$ cat src/rtl/led_p2s_pkg.sv
// Shared types and default constants for the LED parallel-to-serial sequencer.
package led_p2s_pkg;

  localparam int WORD_W      = 16;
  localparam int DEF_DIV     = 4;
  localparam int DEF_REFRESH = 50000;

  typedef enum logic [1:0] {
    IDLE,
    LOAD,
    SHIFT,
    LATCH
  } state_t;

endpackage

$ cat src/rtl/led_p2s_clkgen.sv
// Divided shift-clock generator with rise/fall tick strobes.
module led_p2s_clkgen
  import led_p2s_pkg::*;
#(
  parameter int DIV = DEF_DIV
) (
  input  logic clk,
  input  logic rst,
  input  logic en,
  input  logic clr,
  output logic sr_clk,
  output logic rise_tick,
  output logic fall_tick
);

  localparam int CW = (DIV > 1) ? $clog2(DIV) : 1;

  logic [CW-1:0] div_cnt;
  logic          tc;

  assign tc        = en && (div_cnt == CW'(DIV - 1));
  assign rise_tick = tc && !sr_clk;
  assign fall_tick = tc && sr_clk;

  always_ff @(posedge clk) begin
    if (rst || clr) begin
      div_cnt <= '0;
      sr_clk  <= 1'b0;
    end else if (tc) begin
      div_cnt <= '0;
      sr_clk  <= ~sr_clk;
    end else if (en) begin
      div_cnt <= div_cnt + 1'b1;
    end
  end

endmodule

$ cat src/rtl/led_p2s_ctrl.sv
// LED shift-stage sequencer: handshake, load, shift, latch.
// Optional auto-refresh timer: define LED_P2S_AUTOREFRESH_EN.
module led_p2s_ctrl
  import led_p2s_pkg::*;
#(
  parameter int DIV     = DEF_DIV,
  parameter int NBITS   = WORD_W,
  parameter int REFRESH = DEF_REFRESH
) (
  input  logic              clk,
  input  logic              rst,
  input  logic [WORD_W-1:0] data_in,
  input  logic              data_valid,
  output logic              data_ready,
  output logic              sr_clk,
  output logic [WORD_W-1:0] sr_par,
  output logic              sr_load,
  output logic              led_clrn,
  output logic              led_pen,
  output logic              busy,
  output logic              frame_done
);

  localparam int BW = (NBITS > 1) ? $clog2(NBITS) : 1;

  state_t        state, state_d;
  logic [BW-1:0] bit_cnt;
  logic          rise_tick, fall_tick;
  logic          stage_loaded;
  logic          hs, refresh_hit, capture, last_bit;

  led_p2s_clkgen #(.DIV(DIV)) u_clkgen (
    .clk       (clk),
    .rst       (rst),
    .en        (state != IDLE),
    .clr       (state == IDLE),
    .sr_clk    (sr_clk),
    .rise_tick (rise_tick),
    .fall_tick (fall_tick)
  );

  assign data_ready = (state == IDLE) && led_clrn;
  assign busy       = (state != IDLE);
  assign hs         = data_valid && data_ready;
  assign last_bit   = (bit_cnt == BW'(NBITS - 1));

`ifdef LED_P2S_AUTOREFRESH_EN
  localparam int TW = (REFRESH > 1) ? $clog2(REFRESH) : 1;

  logic [TW-1:0] idle_cnt;

  always_ff @(posedge clk) begin
    if (rst || state_d != IDLE) begin
      idle_cnt <= '0;
    end else if (data_ready) begin
      idle_cnt <= idle_cnt + 1'b1;
    end
  end

  assign refresh_hit = data_ready && (idle_cnt == TW'(REFRESH - 1));
`else
  // No timer: a frame never starts on its own.
  assign refresh_hit = (REFRESH < 0);
`endif

  always_ff @(posedge clk) begin
    if (rst) state <= IDLE;
    else     state <= state_d;
  end

  always_comb begin
    state_d = state;
    capture = 1'b0;
    unique case (state)
      IDLE: begin
        if (hs) begin
          state_d = LOAD;
          capture = 1'b1;
        end else if (refresh_hit) begin
          state_d = LOAD;
        end
      end
      LOAD:    if (fall_tick && stage_loaded) state_d = SHIFT;
      SHIFT:   if (fall_tick && last_bit)     state_d = LATCH;
      LATCH:   if (fall_tick)                 state_d = IDLE;
      default: state_d = IDLE;
    endcase
  end

  // Control outputs follow state_d, so they move only on fall ticks.
  always_ff @(posedge clk) begin
    if (rst) begin
      sr_par       <= '0;
      sr_load      <= 1'b0;
      led_pen      <= 1'b0;
      frame_done   <= 1'b0;
      led_clrn     <= 1'b0;
      bit_cnt      <= '0;
      stage_loaded <= 1'b0;
    end else begin
      led_clrn   <= 1'b1;
      sr_load    <= (state_d == LOAD);
      led_pen    <= (state_d == LATCH);
      frame_done <= (state == LATCH) && (state_d == IDLE);
      if (capture) sr_par <= data_in;
      if (state != SHIFT)  bit_cnt <= '0;
      else if (fall_tick)  bit_cnt <= bit_cnt + 1'b1;
      if (state != LOAD)   stage_loaded <= 1'b0;
      else if (rise_tick)  stage_loaded <= 1'b1;
    end
  end

endmodule

$ cat config.mk
export PLATFORM = sky130hd
export DESIGN_NAME = led_p2s_ctrl
export DESIGN_NICKNAME = d
export VERILOG_FILES = /design/src/rtl/led_p2s_pkg.sv /design/src/rtl/led_p2s_clkgen.sv /design/src/rtl/led_p2s_ctrl.sv
export SDC_FILE = /design/constraint.sdc
export NUM_CORES = 1
export LEC_CHECK = 0
export BUFFER_PORTS_ARGS = -buffer_cell sky130_fd_sc_hd__buf_2
export CORE_UTILIZATION = 45
export DETAILED_ROUTE_END_ITERATION = 8
export PLACE_DENSITY = 0.74
export SLEW_MARGIN = 20
export SYNTH_ARGS = -nofsm -noshare
export SYNTH_HDL_FRONTEND = slang
export SYNTH_SLANG_ARGS = --single-unit
$ cat constraint.sdc
create_clock -name clk -period 3.2 [get_ports clk]
set_clock_uncertainty 0.2 [all_clocks]
set_input_delay 0.8 -clock clk [delete_from_list [all_inputs] [get_ports clk]]
set_output_delay 0.8 -clock clk [all_outputs]
set_load 0.05 [all_outputs]
## After elaboration in Yosys (flattened, before gate mapping)

Index checks and enable logic that the tools add are counted.

- Register bits: 30
- Output and inout port bits: 23

- Bitwise operators: 1
- Multiplexer cells: 8
- Reductions and logical operators: 16
- Equal/unequal tests: 9
- $add $sub $neg: 2

Operators with widths:

| operator | number |
|---|---|
| 2-bit == test, second input constant | 4 |
| 1-bit logical AND | 8 |
| 2-bit 2-to-1 mux | 4 |
| 2-bit one-hot mux with 4 select lines | 1 |
| 2-bit OR reduction | 3 |
| 4-bit by 1-bit adder with 4-bit output, second input constant | 1 |
| 2-bit by 1-bit == test with 1-bit output, second input constant | 2 |
| 4-bit == test, second input constant | 1 |
| 2-bit zero test | 2 |
| 1-bit 2-to-1 mux | 3 |
| 2-bit by 1-bit adder with 2-bit output, second input constant | 1 |
| 2-bit by 1-bit != test with 1-bit output, second input constant | 1 |
| 2-bit != test, second input constant | 1 |
| 2-bit nonzero test | 1 |
| 1-bit zero test | 1 |
| 1-bit logical OR | 1 |
| 1-bit inverter | 1 |

## Longest topological paths before layout

- Depth in word-level cells: 8
- Depth in mapped cells: 6
- Depth with buffers taken out: 4

## Modules after synthesis

From an unflattened synthesis, not the netlist that was laid out.

- Cell total of the unflattened synthesis: 130
- Area, all modules: 1,211.2 µm²

Modules (own cells, without submodules):

| module | cells an instance | seq. area each (µm²) | area an instance (µm²) | times used |
|---|---|---|---|---|
| led_p2s_ctrl | 114 | 540.5 | 1,057.3 | 1 |
| led_p2s_clkgen | 16 | 60.1 | 153.9 | 1 |

## Worst setup path after synthesis

No wires, ideal clock.

- Path kind: reg-to-output
- Start: register led_clrn
- End: output data_ready
- Path slack: 1.061 ns
- Arrival time: 1.139 ns
- Cell stages (with the launch flop): 2
- Required time: 2.200 ns
- Cells stage by stage: dfxtp_1 > and2_1

- Longest elaborated chain between the ends: 1

Ends and longest elaborated chain:

| item | RTL line | RTL |
|---|---|---|
| start: declaration | led_p2s_ctrl.sv:18 | `output logic led_clrn,` |
| start signal: assignment | led_p2s_ctrl.sv:97 | `led_clrn <= 1'b0;` |
| start signal: assignment | led_p2s_ctrl.sv:101 | `led_clrn <= 1'b1;` |
| 1-bit logical AND | led_p2s_ctrl.sv:42 | `assign data_ready = (state == IDLE) && led_clrn;` |
| end: declaration | led_p2s_ctrl.sv:14 | `output logic data_ready,` |

Every way passes these cells.

## Final worst setup path

- Start: register state[1]
- End: output data_ready

- Longest elaborated chain between the ends: 2

Ends and longest elaborated chain:

| item | RTL line | RTL |
|---|---|---|
| start: declaration | led_p2s_ctrl.sv:26 | `state_t state, state_d;` |
| start signal: assignment | led_p2s_ctrl.sv:68 | `else state <= state_d;` |
| 2-bit zero test | led_p2s_ctrl.sv:42 |  |
| 1-bit logical AND | led_p2s_ctrl.sv:42 |  |

Every way passes these cells.

==> metrics.md <==
| Metric | Value |
|---|---|
| Syn_area_per_cell | 8.730 sq um |
| FF-to-FF Start | state[1] |
| Critical Path Fanout Max | 11 |
| P_leak | 0.6297 nW |
| Pre-antenna DRT Iters | 5 |
| Filler Cell Count | 206 |
| GPL Wtd Cong | 0.6803 |
| Slew HR | 0.5538 |
| DR vias | 1,005 |
| Num CTS Buffers | 5 |
| Drt wl/cell | 11.67 um |
| Number of max-cap violations | 0 |
| Worst R2R Path Depth | 3 |
| Vias per cell | 5.076 |
| RSZ-0062 raised after global routing | no |
| Post-layout min period | 2.434 ns |
| Setup CP Type | flip-flop to primary output |
| Max Clk Rate | 410.9 MHz |
| Core ar. | 0.002297 sq mm |
| Slew Viols, Final | 0 |
| Final cell count without fillers | 198 |
| Global-route wire length before repair | 3608 um |
| Grt total ovfl | 0 |
| Setup TNS | 0 ns |
| Worst setup margin | 0.7661 ns |
| YS warnings | 0 |
| CTS Buffer Depth | 2 |
| CP endpoint kind | primary output |
| Setup bufs post-CTS | 0 |
| Final setup viols | 0 |
| Layout cells sized above 1 | 0.2882 |
| Largest net degree at the start of global routing | 24 |
| Worst reg2reg endpoint | sr_par[8] |
| Sequential cell area fraction in the yosys report | 0.5292 |
| Final nets | 190 |
| Design area | 0.001384 sq mm |
| Final hold vios | 0 |
| Antenna violations before repair | 0 |
| Pre-CTS setup slack | 1.094 ns |
| Dpl cells | 190 |
| CTS clock-pin slew for the worst setup and hold paths | 0.09 ns |
| Hold buffers post-CTS | 0 |
| I/O Buffers | 41 |
| HPWL after DPL | 1618 um |
| Die X | 52.22 um |
| Met2 Usage GRT | 0.2906 |
| Sequential Power Share | 0.542 |
| Final period utilization | 0.7606 |
| Area Overhead vs Synth | 21.94% |
| Root Buffer | clkbuf_4 |
| Clock Power Share | 0.315 |
| Clock sinks | 30 |
| Worst Hold Launch | u_clkgen.div_cnt[0] |
| Yosys top cell area share | 0.5292 |
| Synth Cell Area | 0.001135 sq mm |
| Die area | 0.002727 sq mm |
| CTS tree | done |
| Finished Core Util | 0.6024 |
| PD cells | 525.6 mW/mm^2 |
| Sw Ratio | 0.2847 |
| Antenna viol nets, final | 0 |
| Status | finished clean |
| Seq cells post-synth | 30 |
| Die outline height | 52.22 um |
| Num rows | 17 |
| Internal | 0.0005202 W |
| Routing usage on met1 | 0.2101 |
| ANT cells | 0 |
| WP data required | 2.20 ns |
| CTS resizes | 0 |
| Clk Latency, worst-skew pair | 0.32 ns |
| Syn_nets | 151 |
| Starting density of the core | 0.4940 |
| DRT Wirelength | 2311 um |
| Worst slew pin tran | 0.6655 ns |
| Switching Power | 0.0002071 W |
| CP Launch Type | flip-flop |
| Post-synth cell types | 31 |
| H-tree depth | 2 |
| Cells after Synth | 130 |
| Hold Crit Class | flip-flop to flip-flop |
| Worst Hold End | u_clkgen.div_cnt[0] |
| Max VDD drop | 0.0003099 V |
| Global Route Usage Sum | 0.1896 |
| Drt drc | 0 |
| DR iter-0 viols | 13 |
| Met3 usage | 0.08986 |
| Number of global-route vias before repair | 852 |
| Worst setup path startpoint | state[1] |
| Synth area leaders | dfxtp_1, nand2_1, a21oi_1 |
| Layer with the highest usage | met2 |
| Dominant cell type by area after synthesis | dfxtp_1 |
| Hold depth | 1 |
| Worst Path Arrival | 1.43 ns |
| Reg2reg setup slack | 1.45 ns |
| Combinational power share | 0.144 |
| Placed instance area | 0.001324 sq mm |
| Io pins | 42 |
## sequential cells by signal, summed over array words and instances, names as in the netlist
register	cells
led_clrn	1
sr_par	16
frame_done	1
stage_loaded	1
u_clkgen.div_cnt	2
sr_load	1
state	2
u_clkgen.sr_clk	1
bit_cnt	4
led_pen	1
## cells in the mapped netlist
cell type,n
nand2_1,36
dfxtp_1,30
a21oi_1,20
nor2_1,5
buf_2,4
inv_1,3
nand3_1,3
and2_1,2
clkbuf_1,2
ha_1,2
nor2b_1,2
xnor2_1,2
a21boi_0,1
a22oi_2,1
and4_1,1
and4bb_1,1
buf_4,1
buf_6,1
clkbuf_2,1
mux2i_1,1
nand4_1,1
nand4bb_1,1
nor3_1,1
nor3b_1,1
nor4_1,1
nor4b_1,1
o2111a_1,1
o211ai_1,1
o21ai_0,1
or3_1,1
xor2_1,1
## cells by family (layout without fill, tap and decap cells)
logic type | Yosys count | count (layout) | synth area share
simple gates | 57 | 57 | 0.2348
flops | 30 | 30 | 0.5292
compound gates | 25 | 25 | 0.1268
buf+inv | 12 | 52 | 0.05513
xor+xnor | 3 | 3 | 0.02316
fa+ha+maj | 2 | 2 | 0.02205
mux | 1 | 1 | 0.008821
## cell usage in the layout, fill, tap and decap left out
cell / count
ha_1: 2
nor4b_1: 1
clkbuf_1: 1
clkbuf_8: 1
and2_1: 2
clkbuf_4: 5
nor3b_1: 1
nor2_1: 5
dfxtp_1: 30
o211ai_1: 1
xor2_1: 1
and4bb_1: 1
o21ai_0: 1
o2111a_1: 1
inv_1: 3
a21oi_1: 20
nand4_1: 1
nand3_1: 3
buf_2: 41
or3_1: 1
a21boi_0: 1
and4_1: 1
mux2i_1: 1
nand4bb_1: 1
a22oi_2: 1
clkinv_2: 1
nor4_1: 1
nand2_1: 36
nor3_1: 1
nor2b_1: 2
xnor2_1: 2
## power by group through the flow
| stage | logic [W] | clock network (W) | registers (W) |
|---|---|---|---|
| after global placement | 0.000104 | 0 | 0.000402 |
| after CTS | 0.000105 | 0.000237 | 0.000394 |
| after global routing | 0.000112 | 0.000257 | 0.000396 |
| final | 0.000105 | 0.000229 | 0.000394 |
| after detailed placement | 0.000105 | 0 | 0.000403 |
| after floorplan | 0.0000394 | 0 | 0.000442 |
## area by class of cell
cell class | count | area (sq um) | share of cell area
flip-flops and latches | 30 | 600.6 | 0.4340
multi-input cells | 88 | 471.7 | 0.3409
repair buffers | 41 | 205.2 | 0.1483
clock buffers | 7 | 55.05 | 0.03978
well taps | 28 | 35.03 | 0.02532
inverters | 3 | 11.26 | 0.008137
clock inverters | 1 | 5.005 | 0.003617
## routing by layer
| metal | share of wire | up-vias |
|---|---|---|
| met4 | 0.032 | 0 |
| met5 | 0 | - |
| met3 | 0.058 | 9 |
| met1 | 0.42 | 459 |
| li1 | - | 508 |
| met2 | 0.49 | 29 |
## how the worst max path moves through the flow
stage                       to  slack (ns)  cells past startpoint
finish              data_ready        0.77                      3
global route        data_ready        0.64                      3
CTS                 data_ready        0.76                      3
detailed placement   sr_par[8]        1.09                      4
global placement       sr_load        1.12                      4
floorplan           data_ready        1.06                      1
## worst max-delay path, cell delays in order (launching register included)
cell and delay [ns]:
dfxtp_1 0.42, nor2_1 0.28, and2_1 0.16, buf_2 0.25
## stage by stage
| stage | total power (W) | hold slack, ns |
|---|---|---|
| after global placement | 0.0005056 | 0.2232 |
| after CTS | 0.0007359 | 0.2366 |
| final | 0.0007273 | 0.2315 |
| after detailed placement | 0.0005080 | 0.2232 |
| after floorplan | 0.0004811 | 0.2080 |
| after global routing | 0.0007655 | 0.2606 |
(Power assumes the default switching activity.)
